File: src/rtl/pattern_pkg.sv
// rtl/pattern_pkg.sv - shared items for the 11010 sync-pattern link (tx and detector)
package pattern_pkg;

    localparam int                       PATTERN_W_DEF = 5;
    localparam logic [PATTERN_W_DEF-1:0] PATTERN_DEF   = 5'b11010;

    localparam logic B = 1'b1;
    localparam logic C = 1'b0;

    localparam logic [4:0] S_IDLE = 5'b00001;
    localparam logic [4:0] S_SYNC = 5'b00010;
    localparam logic [4:0] S_DATA = 5'b00100;
    localparam logic [4:0] S_PAR  = 5'b01000;
    localparam logic [4:0] S_GAP  = 5'b10000;

    typedef enum logic [4:0] {
        ST_IDLE = S_IDLE,
        ST_SYNC = S_SYNC,
        ST_DATA = S_DATA,
        ST_PAR  = S_PAR,
        ST_GAP  = S_GAP
    } state_t;

endpackage

File: src/rtl/pattern_piso.sv
// rtl/pattern_piso.sv - parallel-load, shift-on-enable MSB-first shift register
module pattern_piso #(
    parameter int W = 8
) (
    input  logic         clk,
    input  logic         rst,
    input  logic         load_i,
    input  logic [W-1:0] load_data_i,
    input  logic         shift_i,
    output logic         msb_o
);

    logic [W-1:0] sr_q;

    // Load wins over shift; shifting fills zeros from the bottom.
    always_ff @(posedge clk) begin
        if (rst) begin
            sr_q <= '0;
        end else if (load_i) begin
            sr_q <= load_data_i;
        end else if (shift_i) begin
            sr_q <= sr_q << 1;
        end
    end

    assign msb_o = sr_q[W-1];

endmodule

File: src/rtl/pattern_frame_tx.sv
// rtl/pattern_frame_tx.sv - sync word + payload serial frame transmitter (option: PATTERN_TX_PARITY_EN)
module pattern_frame_tx
    import pattern_pkg::*;
#(
    parameter int                   PATTERN_W = PATTERN_W_DEF,
    parameter logic [PATTERN_W-1:0] PATTERN   = PATTERN_DEF,
    parameter int                   PAYLOAD_W = 8,
    parameter int                   GAP       = 2
) (
    input  logic                 clk,
    input  logic                 rst,
    input  logic                 start_i,
    input  logic [PAYLOAD_W-1:0] payload_i,
    input  logic                 ready_i,
    output logic                 data_o,
    output logic                 valid_o,
    output logic                 busy_o,
    output logic                 done_o
);

    localparam int CNT_MAX = (PATTERN_W > PAYLOAD_W) ? PATTERN_W : PAYLOAD_W;
    localparam int CNT_W   = $clog2(CNT_MAX + 1);
    localparam int GAP_W   = (GAP > 1) ? $clog2(GAP) : 1;

    localparam logic [CNT_W-1:0]     SYNC_LAST = CNT_W'(PATTERN_W - 1);
    localparam logic [CNT_W-1:0]     DATA_LAST = CNT_W'(PAYLOAD_W - 1);
    localparam logic [GAP_W-1:0]     GAP_LAST  = (GAP > 0) ? GAP_W'(GAP - 1) : '0;
    // The first sync bit goes straight to data_o on accept, so the sync
    // register only needs to hold the remaining bits.
    localparam logic [PATTERN_W-1:0] SYNC_REST = PATTERN << 1;

    state_t           state_q;
    logic [CNT_W-1:0] bit_cnt_q;
    logic [GAP_W-1:0] gap_cnt_q;
    logic             data_q;
    logic             valid_q;
    logic             busy_q;
    logic             done_q;
`ifdef PATTERN_TX_PARITY_EN
    logic             par_q;
`endif

    logic xfer;
    logic accept;
    logic sync_last;
    logic data_last;
    logic frame_end;
    logic sync_msb;
    logic pay_msb;
    logic sync_shift;
    logic pay_shift;

    assign xfer      = valid_q && ready_i;
    assign accept    = (state_q == ST_IDLE) && start_i;
    assign sync_last = (bit_cnt_q == SYNC_LAST);
    assign data_last = (bit_cnt_q == DATA_LAST);
`ifdef PATTERN_TX_PARITY_EN
    assign frame_end = xfer && (state_q == ST_PAR);
`else
    assign frame_end = xfer && (state_q == ST_DATA) && data_last;
`endif

    // Each register advances exactly when its current head bit has been handed to data_o.
    assign sync_shift = xfer && (state_q == ST_SYNC) && !sync_last;
    assign pay_shift  = xfer && (((state_q == ST_SYNC) && sync_last) ||
                                 ((state_q == ST_DATA) && !data_last));

    pattern_piso #(.W(PATTERN_W)) u_sync_sr (
        .clk         (clk),
        .rst         (rst),
        .load_i      (accept),
        .load_data_i (SYNC_REST),
        .shift_i     (sync_shift),
        .msb_o       (sync_msb)
    );

    pattern_piso #(.W(PAYLOAD_W)) u_pay_sr (
        .clk         (clk),
        .rst         (rst),
        .load_i      (accept),
        .load_data_i (payload_i),
        .shift_i     (pay_shift),
        .msb_o       (pay_msb)
    );

    // Frame FSM with registered outputs; data_o always carries the bit awaiting transfer.
    always_ff @(posedge clk) begin
        if (rst) begin
            state_q   <= ST_IDLE;
            bit_cnt_q <= '0;
            gap_cnt_q <= '0;
            data_q    <= C;
            valid_q   <= C;
            busy_q    <= C;
            done_q    <= C;
`ifdef PATTERN_TX_PARITY_EN
            par_q     <= C;
`endif
        end else begin
            done_q <= frame_end;
            if (frame_end) begin
                data_q    <= C;
                valid_q   <= C;
                bit_cnt_q <= '0;
                gap_cnt_q <= '0;
                if (GAP == 0) begin
                    state_q <= ST_IDLE;
                    busy_q  <= C;
                end else begin
                    state_q <= ST_GAP;
                end
            end else begin
                case (state_q)
                    ST_IDLE: begin
                        if (start_i) begin
                            state_q   <= ST_SYNC;
                            bit_cnt_q <= '0;
                            data_q    <= PATTERN[PATTERN_W-1];
                            valid_q   <= B;
                            busy_q    <= B;
`ifdef PATTERN_TX_PARITY_EN
                            par_q     <= ^payload_i;
`endif
                        end
                    end
                    ST_SYNC: begin
                        if (xfer) begin
                            if (sync_last) begin
                                state_q   <= ST_DATA;
                                bit_cnt_q <= '0;
                                data_q    <= pay_msb;
                            end else begin
                                bit_cnt_q <= bit_cnt_q + CNT_W'(1);
                                data_q    <= sync_msb;
                            end
                        end
                    end
                    ST_DATA: begin
                        if (xfer) begin
                            bit_cnt_q <= bit_cnt_q + CNT_W'(1);
                            data_q    <= pay_msb;
`ifdef PATTERN_TX_PARITY_EN
                            if (data_last) begin
                                state_q   <= ST_PAR;
                                bit_cnt_q <= '0;
                                data_q    <= par_q;
                            end
`endif
                        end
                    end
                    ST_GAP: begin
                        if (gap_cnt_q == GAP_LAST) begin
                            state_q   <= ST_IDLE;
                            busy_q    <= C;
                            gap_cnt_q <= '0;
                        end else begin
                            gap_cnt_q <= gap_cnt_q + GAP_W'(1);
                        end
                    end
                    default: begin
                        state_q <= ST_IDLE;
                        valid_q <= C;
                        busy_q  <= C;
                        data_q  <= C;
                    end
                endcase
            end
        end
    end

    assign data_o  = data_q;
    assign valid_o = valid_q;
    assign busy_o  = busy_q;
    assign done_o  = done_q;

endmodule
File: config.mk
export PLATFORM = sky130hd
export DESIGN_NAME = pattern_frame_tx
export DESIGN_NICKNAME = d
export VERILOG_FILES = /design/src/rtl/pattern_pkg.sv /design/src/rtl/pattern_piso.sv /design/src/rtl/pattern_frame_tx.sv
export SDC_FILE = /design/constraint.sdc
export NUM_CORES = 1
export LEC_CHECK = 0
export ABC_CLOCK_PERIOD_IN_PS = 1500
export BUFFER_PORTS_ARGS = -buffer_cell sky130_fd_sc_hd__buf_2
export CAP_MARGIN = 20
export CELL_PAD_IN_SITES_DETAIL_PLACEMENT = 0
export CELL_PAD_IN_SITES_GLOBAL_PLACEMENT = 2
export CORE_ASPECT_RATIO = 0.7
export CORE_MARGIN = 2
export CORE_UTILIZATION = 31
export CTS_CLUSTER_DIAMETER = 100
export DETAILED_ROUTE_END_ITERATION = 7
export PLACE_DENSITY_LB_ADDON = 0.1
export SLEW_MARGIN = 20
export SYNTH_ARGS = -nofsm -noshare
export SYNTH_HDL_FRONTEND = slang
export SYNTH_SLANG_ARGS = --single-unit
File: constraint.sdc
create_clock -name clk -period 1.5 [get_ports clk]
set_input_delay 0.225 -clock clk [delete_from_list [all_inputs] [get_ports clk]]
set_output_delay 0.225 -clock clk [all_outputs]
set_load 0.05 [all_outputs]
==> impl_metrics.yaml, run 1 <==
synthesis:
  synth-seq-cells: 24
  synth-main-ff-cell: "dfxtp_1"
  yosysWarnings: 0
  synth_cell_types: 44
  avgSynthCellArea_um2: 9.01
  synth_edf_count: 0
  syn_nets: 158
  ys_seq_area_frac: 0.370
  synthArstFlopShare: 0
  syn_inst: 144
  syn_area_mm2: 0.00130
sta:
  relSlewSlack: 0.757
  finalWorstSetupSlack_ns: -0.108
  final.period_utilization: 1.07
  rsz0062_at_grt: "true"
  skew_ns: 0.00237
  setup_viol: 17
  worst_pin_slew_ns: 0.364
  finalHoldViolCount: 0
  slew_violations: 0
  max_freq_ghz: 0.622
  fin_crit_ns: 1.61
clock_tree:
  ctsHoldBuffers: 0
  cts_tree: "done"
  cts-root-buf: "clkbuf_8"
  cts_sinks: 24
  numCtsBuffers: 3
  clockBufferDepth: 2
  clk_latency_ns: 0.27
  clkSlewWorstSetupHoldPaths_ns: 0.09
  h-tree-depth: 1
die:
  rows: 19
  die_h_um: 58.1
  initial_core_util: 0.327
  core_area_mm2: 0.00397
  num_io_pins: 16
  fp.dieW_um: 81.3
  die_area_mm2: 0.00473
critical_path:
  startpoint_type: "register"
  reg2reg_slack_ns: -0.11
  path_class: "register to register"
  crit_slowest_cell: "or4b_4"
  critical_path.cell_chain: "or4b_4 > buf_4 > a211oi_2 > o21ai_1 > a21oi_1"
  cp-end-kind: "register"
  worst-path-max-fanout: 7
  rr_worst_depth: 5
  required_ns: 1.71
  max_stage_delay_ns: 0.60
  worst_ep_arrival_time_ns: 1.81
status:
  violations: "setup timing"
  status: "finished with violations"
global_route:
  overflow: 0
  grt_pass1_vias: 1235
  grt_use_total: 0.172
  grt_max_degree: 16
  antenna_found_initial: 0
  grt_first_pass_wirelength_mm: 6.22
hold_path:
  worstHoldPathCells: 3
  hold_path_class: "input pin to register"
layout:
  syn2layout_area_growth_pct: 58.5
  final_cell_mix: "37 x buf_4, 17 x dfxtp_1, 16 x a21oi_1"
  diodes: 0
  instances_no_fill: 249
  fin_nets: 212
  drive_gt1_frac: 0.543
  fin_area_mm2: 0.00206
  final_common_cell: "buf_4"
drt:
  routed_wl_mm: 3.87
  drtIter0Drc: 28
  drc: 0
  routedWlPerCell_um: 15.6
  drtAntennaViolNets: 0
  via_per_inst: 5.21
  first_pass_iters: 4
  vias: 1297
place:
  dp_hpwl_mm: 2.77
  placed_cells: 234
  post_dp_cell_area_mm2: 0.00170
  routabilityCongestion: 0.759
  io_buffers: 15
pwr:
  leakagePower_uw: 0.000811
  power_density_mw_per_mm2: 904
  p_total_uw: 1860
  ir_worst_vdd_mv: 0.486
run:
  cap_viol_max_count: 0
## repair_timing
| item | in CTS | in global routing |
|---|---|---|
| cloned | 0 | 1 |
| gates resized for setup | 19 | 22 |
| endpoints found under the setup margin | 16 | 21 |
| pin swaps | 18 | 19 |
| setup buffers | 3 | 7 |
## worst max-delay path, delay by kind of cell, from the launching register on
kind	cells	cell delay [ns]
AND/OR/NAND/NOR	1	0.60
AO/OA/AOI/OAI	3	0.39
flip-flops	1	0.38
buffers and inverters	1	0.17
## per-stage QoR
stage,utilization,hold slack [ns],worst slack [ns],TNS (ns)
5_1_grt,0.518,0.206,-0.185,-2.57
6_report,0.518,0.190,-0.108,-1.22
2_1_floorplan,-,0.294,-0.0504,-0.103
3_5_place_dp,0.428,0.473,-0.182,-1.29
4_1_cts,0.472,0.184,-0.107,-1.05
3_3_place_gp,0.428,0.464,-0.139,-0.938
## final timing paths
check	from	end
setup / recovery	state_q[4]$_SDFFE_PP0P_	bit_cnt_q[3]$_SDFFE_PP0P_
setup reg to reg	state_q[4]$_SDFFE_PP0P_	bit_cnt_q[3]$_SDFFE_PP0P_
hold / removal	payload_i[0]	u_pay_sr.sr_q[0]$_SDFFE_PP0P_
hold reg to reg	gap_cnt_q$_SDFFE_PP0P_	gap_cnt_q$_SDFFE_PP0P_
## Yosys cell counts (3+ instances only)
cell,n,share of area
o21ai_0,7,0.027
o211ai_1,8,0.046
a32oi_1,6,0.041
inv_1,5,0.014
nand3_1,5,0.019
and2_1,3,0.014
a211oi_1,3,0.017
nand2_1,6,0.017
nand2b_1,3,0.014
a21oi_1,18,0.069
nand3b_1,3,0.017
nor2_1,7,0.020
nor4b_1,3,0.020
dfxtp_1,24,0.37
clkbuf_1,5,0.014
## report_power, final
part           internal, uW  switching [uW]  total (uW)
Clock                   357             219         576
Sequential              687            42.5         729
Combinational           276             278         554
Total                  1320             540        1860
## sequential cells by signal, indices dropped and copies added, names as in the netlist
register	flops
u_sync_sr.sr_q	3
data_o	1
gap_cnt_q	1
busy_o	1
bit_cnt_q	4
valid_o	1
state_q	4
u_pay_sr.sr_q	8
done_o	1
## routing by layer
| metal | vias to the layer above | share of wire | global-route usage |
|---|---|---|---|
| li1 | 661 | - | - |
| met5 | - | 0 | 0 |
| met1 | 610 | 0.52 | 0.263 |
| met3 | 2 | 0.038 | 0.0374 |
| met2 | 24 | 0.44 | 0.254 |
| met4 | 0 | 0.0041 | 0.0218 |
## area by class of cell
class | count | area, um2
fillers | 375 | 1910
multi-input cells | 106 | 936
flip-flops and latches | 24 | 497
repair buffers | 58 | 469
well taps | 52 | 65.1
clock buffers | 3 | 41.3
clock inverters | 1 | 30.0
inverters | 5 | 18.8
## cell families (layout without fill, tap and decap cells)
| family | count (synthesis) | after routing | share of synthesized area |
|---|---|---|---|
| AOI/OAI and AO/OA | 55 | 55 | 0.294 |
| xor gates and xnor gates | 3 | 3 | 0.0203 |
| adders and majority gates | 2 | 2 | 0.0193 |
| buffers and inverters | 14 | 67 | 0.0511 |
| DFF | 24 | 24 | 0.370 |
| muxes | 2 | 2 | 0.0154 |
| and+or+nand+nor | 44 | 44 | 0.230 |
(Power assumes the default switching activity.)
==> run 2: changes to the inputs <==
--- a/config.mk
+++ b/config.mk
@@ -5,6 +5,7 @@
 export SDC_FILE = /design/constraint.sdc
 export NUM_CORES = 1
 export LEC_CHECK = 0
+export ABC_AREA = 1
 export ABC_CLOCK_PERIOD_IN_PS = 1500
 export BUFFER_PORTS_ARGS = -buffer_cell sky130_fd_sc_hd__buf_2
 export CAP_MARGIN = 20
@@ -12,7 +13,7 @@
 export CELL_PAD_IN_SITES_GLOBAL_PLACEMENT = 2
 export CORE_ASPECT_RATIO = 0.7
 export CORE_MARGIN = 2
-export CORE_UTILIZATION = 31
+export CORE_UTILIZATION = 28
 export CTS_CLUSTER_DIAMETER = 100
 export DETAILED_ROUTE_END_ITERATION = 7
 export PLACE_DENSITY_LB_ADDON = 0.1
==> run 2 against run 1 <==
Net effect:
- the flow now finishes without violations
- clock skew about the same
- synthesized area up 1.3%
- die area up 11%
- sequential share of layout area up 6.6 points
- combinational power up 64%
- largest power group is now combinational logic
==> impl_metrics.yaml, run 2 <==
die:
  die_h_um: 61.3
  initial_core_util: 0.297
  core_area_mm2: 0.00443
  fp.dieW_um: 85.9
  num_io_pins: 16
  rows: 20
  die_area_mm2: 0.00526
critical_path:
  path_class: "register to register"
  required_ns: 1.70
  startpoint_type: "register"
  cp_common_cell: "nand2_4"
  critical_path.cell_chain: "ha_1 > nand3_1 > nand3_2 > nand2_2 > nand2_4 > nand2_4 > nand2_1 > a21oi_2"
  cp-end-kind: "register"
  worst-path-max-fanout: 7
  crit_slowest_cell: "dfxtp_4"
  max_stage_delay_ns: 0.37
  worst_ep_arrival_time_ns: 1.61
global_route:
  antenna_found_initial: 0
  overflow: 0
  grt_first_pass_wirelength_mm: 5.59
  grt_max_degree: 22
  grt_use_total: 0.138
  grt_pass1_vias: 1218
synthesis:
  syn_inst: 196
  synth_area_leaders: "dfxtp_1 37%, nand2_1 19%, a21oi_1 8.4%"
  synthMostInstantiatedCell: "nand2_1"
  syn_nets: 210
  syn_area_mm2: 0.00131
  synthTopCellsByCount: "65 x nand2_1, 24 x dfxtp_1, 22 x a21oi_1, 22 x nand3_1"
  synth_cell_types: 22
  synth_top_area_frac: 0.366
  synth-main-ff-cell: "dfxtp_1"
  synth.largest_area_cell: "dfxtp_1"
  avgSynthCellArea_um2: 6.70
  synth_edf_count: 0
  yosysWarnings: 0
  synth-seq-cells: 24
  ys_seq_area_frac: 0.366
  synthArstFlopShare: 0
sta:
  fin_crit_ns: 1.41
  max_freq_ghz: 0.711
  rsz0062_at_grt: "true"
  setup_viol: 0
  finalWorstSetupSlack_ns: 0.0940
  final.period_utilization: 0.937
  slew_violations: 0
  skew_ns: 0.00195
  finalHoldViolCount: 0
  tns_ns: 0
  relSlewSlack: 0.785
  hold_slack_ns: 0.210
  worst_pin_slew_ns: 0.322
place:
  post_dp_cell_area_mm2: 0.00149
  io_buffers: 15
  dp_hpwl_mm: 2.63
  pre_cts_slack_ns: 0.0364
  routabilityCongestion: 0.753
  placed_cells: 268
clock_tree:
  clk_latency_ns: 0.26
  clkSlewWorstSetupHoldPaths_ns: 0.08
  numCtsBuffers: 3
  cts-root-buf: "clkbuf_8"
  cts_sinks: 24
  cts_tree: "done"
  clockBufferDepth: 2
  h-tree-depth: 1
status:
  status: "complete, no violations"
pwr:
  sequentialPowerShare: 0.391
  ir_worst_vdd_mv: 0.545
  p_sw_uw: 883
  leakagePower_uw: 0.000706
  power_density_mw_per_mm2: 1320
  p_int_uw: 1220
  combPwrFrac: 0.431
  clkPwrFrac: 0.178
  switching_share: 0.420
drt:
  drtIter0Drc: 38
  routedWlPerCell_um: 12.4
  vias: 1284
  drc: 0
  first_pass_iters: 4
  routed_wl_mm: 3.39
  via_per_inst: 4.70
  drtAntennaViolNets: 0
layout:
  drive_gt1_frac: 0.307
  syn2layout_area_growth_pct: 21.1
  fin_nets: 234
  largest_register_ffs: 8
  final_common_cell: "nand2_1"
  fin_area_mm2: 0.00159
  instances_no_fill: 273
  diodes: 0
  final_cell_mix: "61 x nand2_1, 21 x nand3_1, 20 x a21oi_1"
  regMostFlops: "u_pay_sr.sr_q"
  reg_top3: "u_pay_sr.sr_q: 8 flops, bit_cnt_q: 4 flops, state_q: 4 flops"
hold_path:
  hold_path_class: "input pin to register"
run:
  cap_viol_max_count: 0
run 2: cell count changes after synthesis, sizes merged, moves of 4 or more:
cell    change
nand2      +69
clkbuf      -4
a21oi       +4
nor4b       -4
nor2       +14
inv        +11
nand3      +17
a32oi       -6
o211ai      -8
run 2: per-layer routing:
| metal | up-vias | share of wire | wire length [um] | track usage |
|---|---|---|---|---|
| met5 | - | 0 | 0 | 0 |
| met4 | 0 | 0.0056 | 19 | 0.0204 |
| met3 | 2 | 0.043 | 146 | 0.0322 |
| met2 | 21 | 0.41 | 1400 | 0.215 |
| met1 | 583 | 0.54 | 1830 | 0.199 |
| li1 | 678 | - | - | - |
run 2: cell type report:
type | instances | area (um2)
inverters | 17 | 66.3
well taps | 55 | 68.8
fillers | 488 | 2840
repair buffers | 22 | 140
multi-input cells | 152 | 786
flip-flops and latches | 24 | 489
clock buffers | 3 | 41.3
run 2: what timing repair did:
item / 4_1_cts / 5_1_grt
setup buffers: 0 / 1
resized for setup: 0 / 21
endpoints found under the setup margin: 0 / 19
hold buffers: 0 / 0
run 2: power groups by stage:
stage          logic, uW  registers (uW)  clock network (uW)
5_1_grt             1020             838                 422
3_5_place_dp         875             822                   0
4_1_cts              877             807                 400
2_1_floorplan        595             886                   0
3_3_place_gp         876             822                   0
6_report             907             822                 373
run 2: worst paths after layout:
path / start / endpoint / slack, ns / cells after the start
hold / removal: payload_i[0] / u_pay_sr.sr_q[0]$_SDFFE_PP0P_ / 0.21 / 3
setup reg to reg: bit_cnt_q[0]$_SDFFE_PP0P_ / u_pay_sr.sr_q[6]$_SDFFE_PP0P_ / 0.09 / 8
setup / recovery: bit_cnt_q[0]$_SDFFE_PP0P_ / u_pay_sr.sr_q[6]$_SDFFE_PP0P_ / 0.09 / 8
hold reg to reg: u_sync_sr.sr_q[2]$_SDFFE_PP0P_ / u_sync_sr.sr_q[3]$_SDFFE_PP0P_ / 0.46 / 2
run 2: cells by family after synthesis:
group           Yosys count  synth area share
simple gates            122             0.440
compound gates           26            0.0991
flops                    24             0.366
buf+inv                  21            0.0695
fa+ha+maj                 2            0.0190
xor+xnor                  1           0.00667
run 2: critical path: cells and delay by family (launching register included):
kind / cells / cell delay [ns]
fa+ha+maj: 1 / 0.22
simple gates: 6 / 0.64
compound gates: 1 / 0.11
flops: 1 / 0.37
run 2: per-stage QoR:
stage,utilization,power (uW)
4_1_cts,0.346,2080
6_report,0.359,2100
3_5_place_dp,0.336,1700
5_1_grt,0.359,2280
2_1_floorplan,-,1480
3_3_place_gp,0.336,1700
==> run 3: changes to the inputs <==
--- a/config.mk
+++ b/config.mk
@@ -17,6 +17,7 @@
 export CTS_CLUSTER_DIAMETER = 100
 export DETAILED_ROUTE_END_ITERATION = 7
 export PLACE_DENSITY_LB_ADDON = 0.1
+export SETUP_SLACK_MARGIN = 0.1
 export SLEW_MARGIN = 20
 export SYNTH_ARGS = -nofsm -noshare
 export SYNTH_HDL_FRONTEND = slang
==> run 3 against run 2 <==
Net effect:
- clock power increased by 18%
- setup slack improved by 0.033 ns
- power increased by 8.9%
==> impl_metrics.yaml, run 3 (synthesized netlist as in run 2, its figures left out) <==
status:
  status: "complete, no violations"
die:
  num_io_pins: 16
  core_area_mm2: 0.00443
  die_h_um: 61.3
  die_area_mm2: 0.00526
  rows: 20
  initial_core_util: 0.297
  fp.dieW_um: 85.9
clock_tree:
  cts_tree: "done"
  cts-root-buf: "clkbuf_8"
  h-tree-depth: 1
  cts_sinks: 24
  clockBufferDepth: 2
  numCtsBuffers: 3
  clkSlewWorstSetupHoldPaths_ns: 0.09
  clk_latency_ns: 0.27
  ctsHoldBuffers: 0
critical_path:
  worst-path-max-fanout: 9
  max_stage_delay_ns: 0.38
  startpoint_type: "register"
  cp_top_family: "simple AND/OR/NAND/NOR gates"
  worst_ep_arrival_time_ns: 1.53
  path_buf_inv: 0
  path_class: "register to register"
  required_ns: 1.66
  critical_path.cell_chain: "ha_2 > nand3_2 > nand3_1 > nand2_2 > nand2_4 > nand2_4 > nand2_1 > a21oi_2"
  cp_common_cell: "nand2_4"
  crit_slowest_cell: "dfxtp_2"
  cp-end-kind: "register"
drt:
  drtIter0Drc: 44
  vias: 1299
  drc: 0
  routed_wl_mm: 3.38
  via_per_inst: 4.72
  first_pass_iters: 4
  drtAntennaViolNets: 0
  routedWlPerCell_um: 12.3
global_route:
  grt_max_degree: 22
  grt_pass1_vias: 1219
  overflow: 0
  antenna_found_initial: 0
  grt_use_total: 0.140
  grt_first_pass_wirelength_mm: 5.63
layout:
  regMostFlops: "u_pay_sr.sr_q"
  largest_register_ffs: 8
  final_cell_mix: "60 x nand2_1, 20 x nand3_1, 20 x a21oi_1"
  fin_nets: 235
  reg_top3: "u_pay_sr.sr_q: 8 flops, bit_cnt_q: 4 flops, state_q: 4 flops"
  fin_area_mm2: 0.00168
  num-fill-cells: 488
  diodes: 0
  drive_gt1_frac: 0.359
  syn2layout_area_growth_pct: 28.2
  final_common_cell: "nand2_1"
place:
  routabilityCongestion: 0.749
  io_buffers: 15
  post_dp_cell_area_mm2: 0.00150
  dp_hpwl_mm: 2.62
sta:
  max_freq_ghz: 0.728
  fin_crit_ns: 1.37
  final.period_utilization: 0.915
  setup_viol: 0
  relSlewSlack: 0.828
  rsz0062_at_grt: "true"
  finalHoldViolCount: 0
  slew_violations: 0
  tns_ns: 0
  worst_pin_slew_ns: 0.260
  skew_ns: 0.00772
pwr:
  power_density_mw_per_mm2: 1360
  leakagePower_uw: 0.000728
  ir_worst_vdd_mv: 0.641
run:
  cap_viol_max_count: 0
hold_path:
  hold_path_class: "input pin to register"
==> run 3: cell types whose count changed in the layout (fill, tap and decap cells not counted), sizes merged <==
cell	previous run	this run
buf	22	24
clkbuf	3	4
nand2	76	75
==> run 3: metrics by stage <==
step                      hold WS (ns)  worst slack, ns   util  std cells  total power (uW)
final                            0.197            0.127  0.380        275              2290
after global routing             0.197           0.0782  0.380        275              2480
after CTS                        0.190           0.0815  0.354        273              2170
after detailed placement         0.457           0.0298  0.338        269              1700
after global placement           0.449           0.0986  0.338        269              1700
after floorplan                  0.294            0.156      -        196              1480
==> run 3: timing repair <==
item                                   CTS  global route
pin swaps                                1            12
gates resized for setup                  7            35
endpoints found under the hold margin    0             0
setup buffers                            0             2
setup endpoints to repair               17            21
==> run 3: power breakdown <==
part	switching, uW	leakage [uW]	internal (uW)
clock	208	0.0000288	234
combinational	641	0.000500	358
sequential	101	0.000199	749
==> run 3: area by class of cell <==
cell class	count	area [um2]	share of cell area
timing repair buffer	24	155	0.0921
inverter	17	73.8	0.0438
tap	55	68.8	0.0409
sequential	24	499	0.296
clock buffer	4	55.1	0.0327
multi-input combinational	151	832	0.494
==> run 3: worst reg2reg max path: cells and delay by family (launching register included) <==
| family | cells | cell delay [ns] |
|---|---|---|
| flops | 1 | 0.38 |
| compound gates | 1 | 0.05 |
| simple gates | 6 | 0.62 |
| fa+ha+maj | 1 | 0.22 |
==> run 3: metal layers <==
metal | vias to the layer above | share of wire | GRT usage
met5 | - | 0 | 0
met4 | 0 | 0.012 | 0.0363
met3 | 4 | 0.028 | 0.0362
met2 | 16 | 0.44 | 0.221
met1 | 602 | 0.52 | 0.193
li1 | 677 | - | -
==> run 3: worst paths after layout <==
| kind | start | endpoint | slack [ns] | cells past startpoint |
|---|---|---|---|---|
| setup / recovery | bit_cnt_q[1]$_SDFFE_PP0P_ | u_pay_sr.sr_q[6]$_SDFFE_PP0P_ | 0.13 | 8 |
| hold / removal | payload_i[0] | u_pay_sr.sr_q[0]$_SDFFE_PP0P_ | 0.20 | 3 |
| setup reg to reg | bit_cnt_q[1]$_SDFFE_PP0P_ | u_pay_sr.sr_q[6]$_SDFFE_PP0P_ | 0.13 | 8 |
| hold reg to reg | u_sync_sr.sr_q[2]$_SDFFE_PP0P_ | u_sync_sr.sr_q[2]$_SDFFE_PP0P_ | 0.47 | 2 |
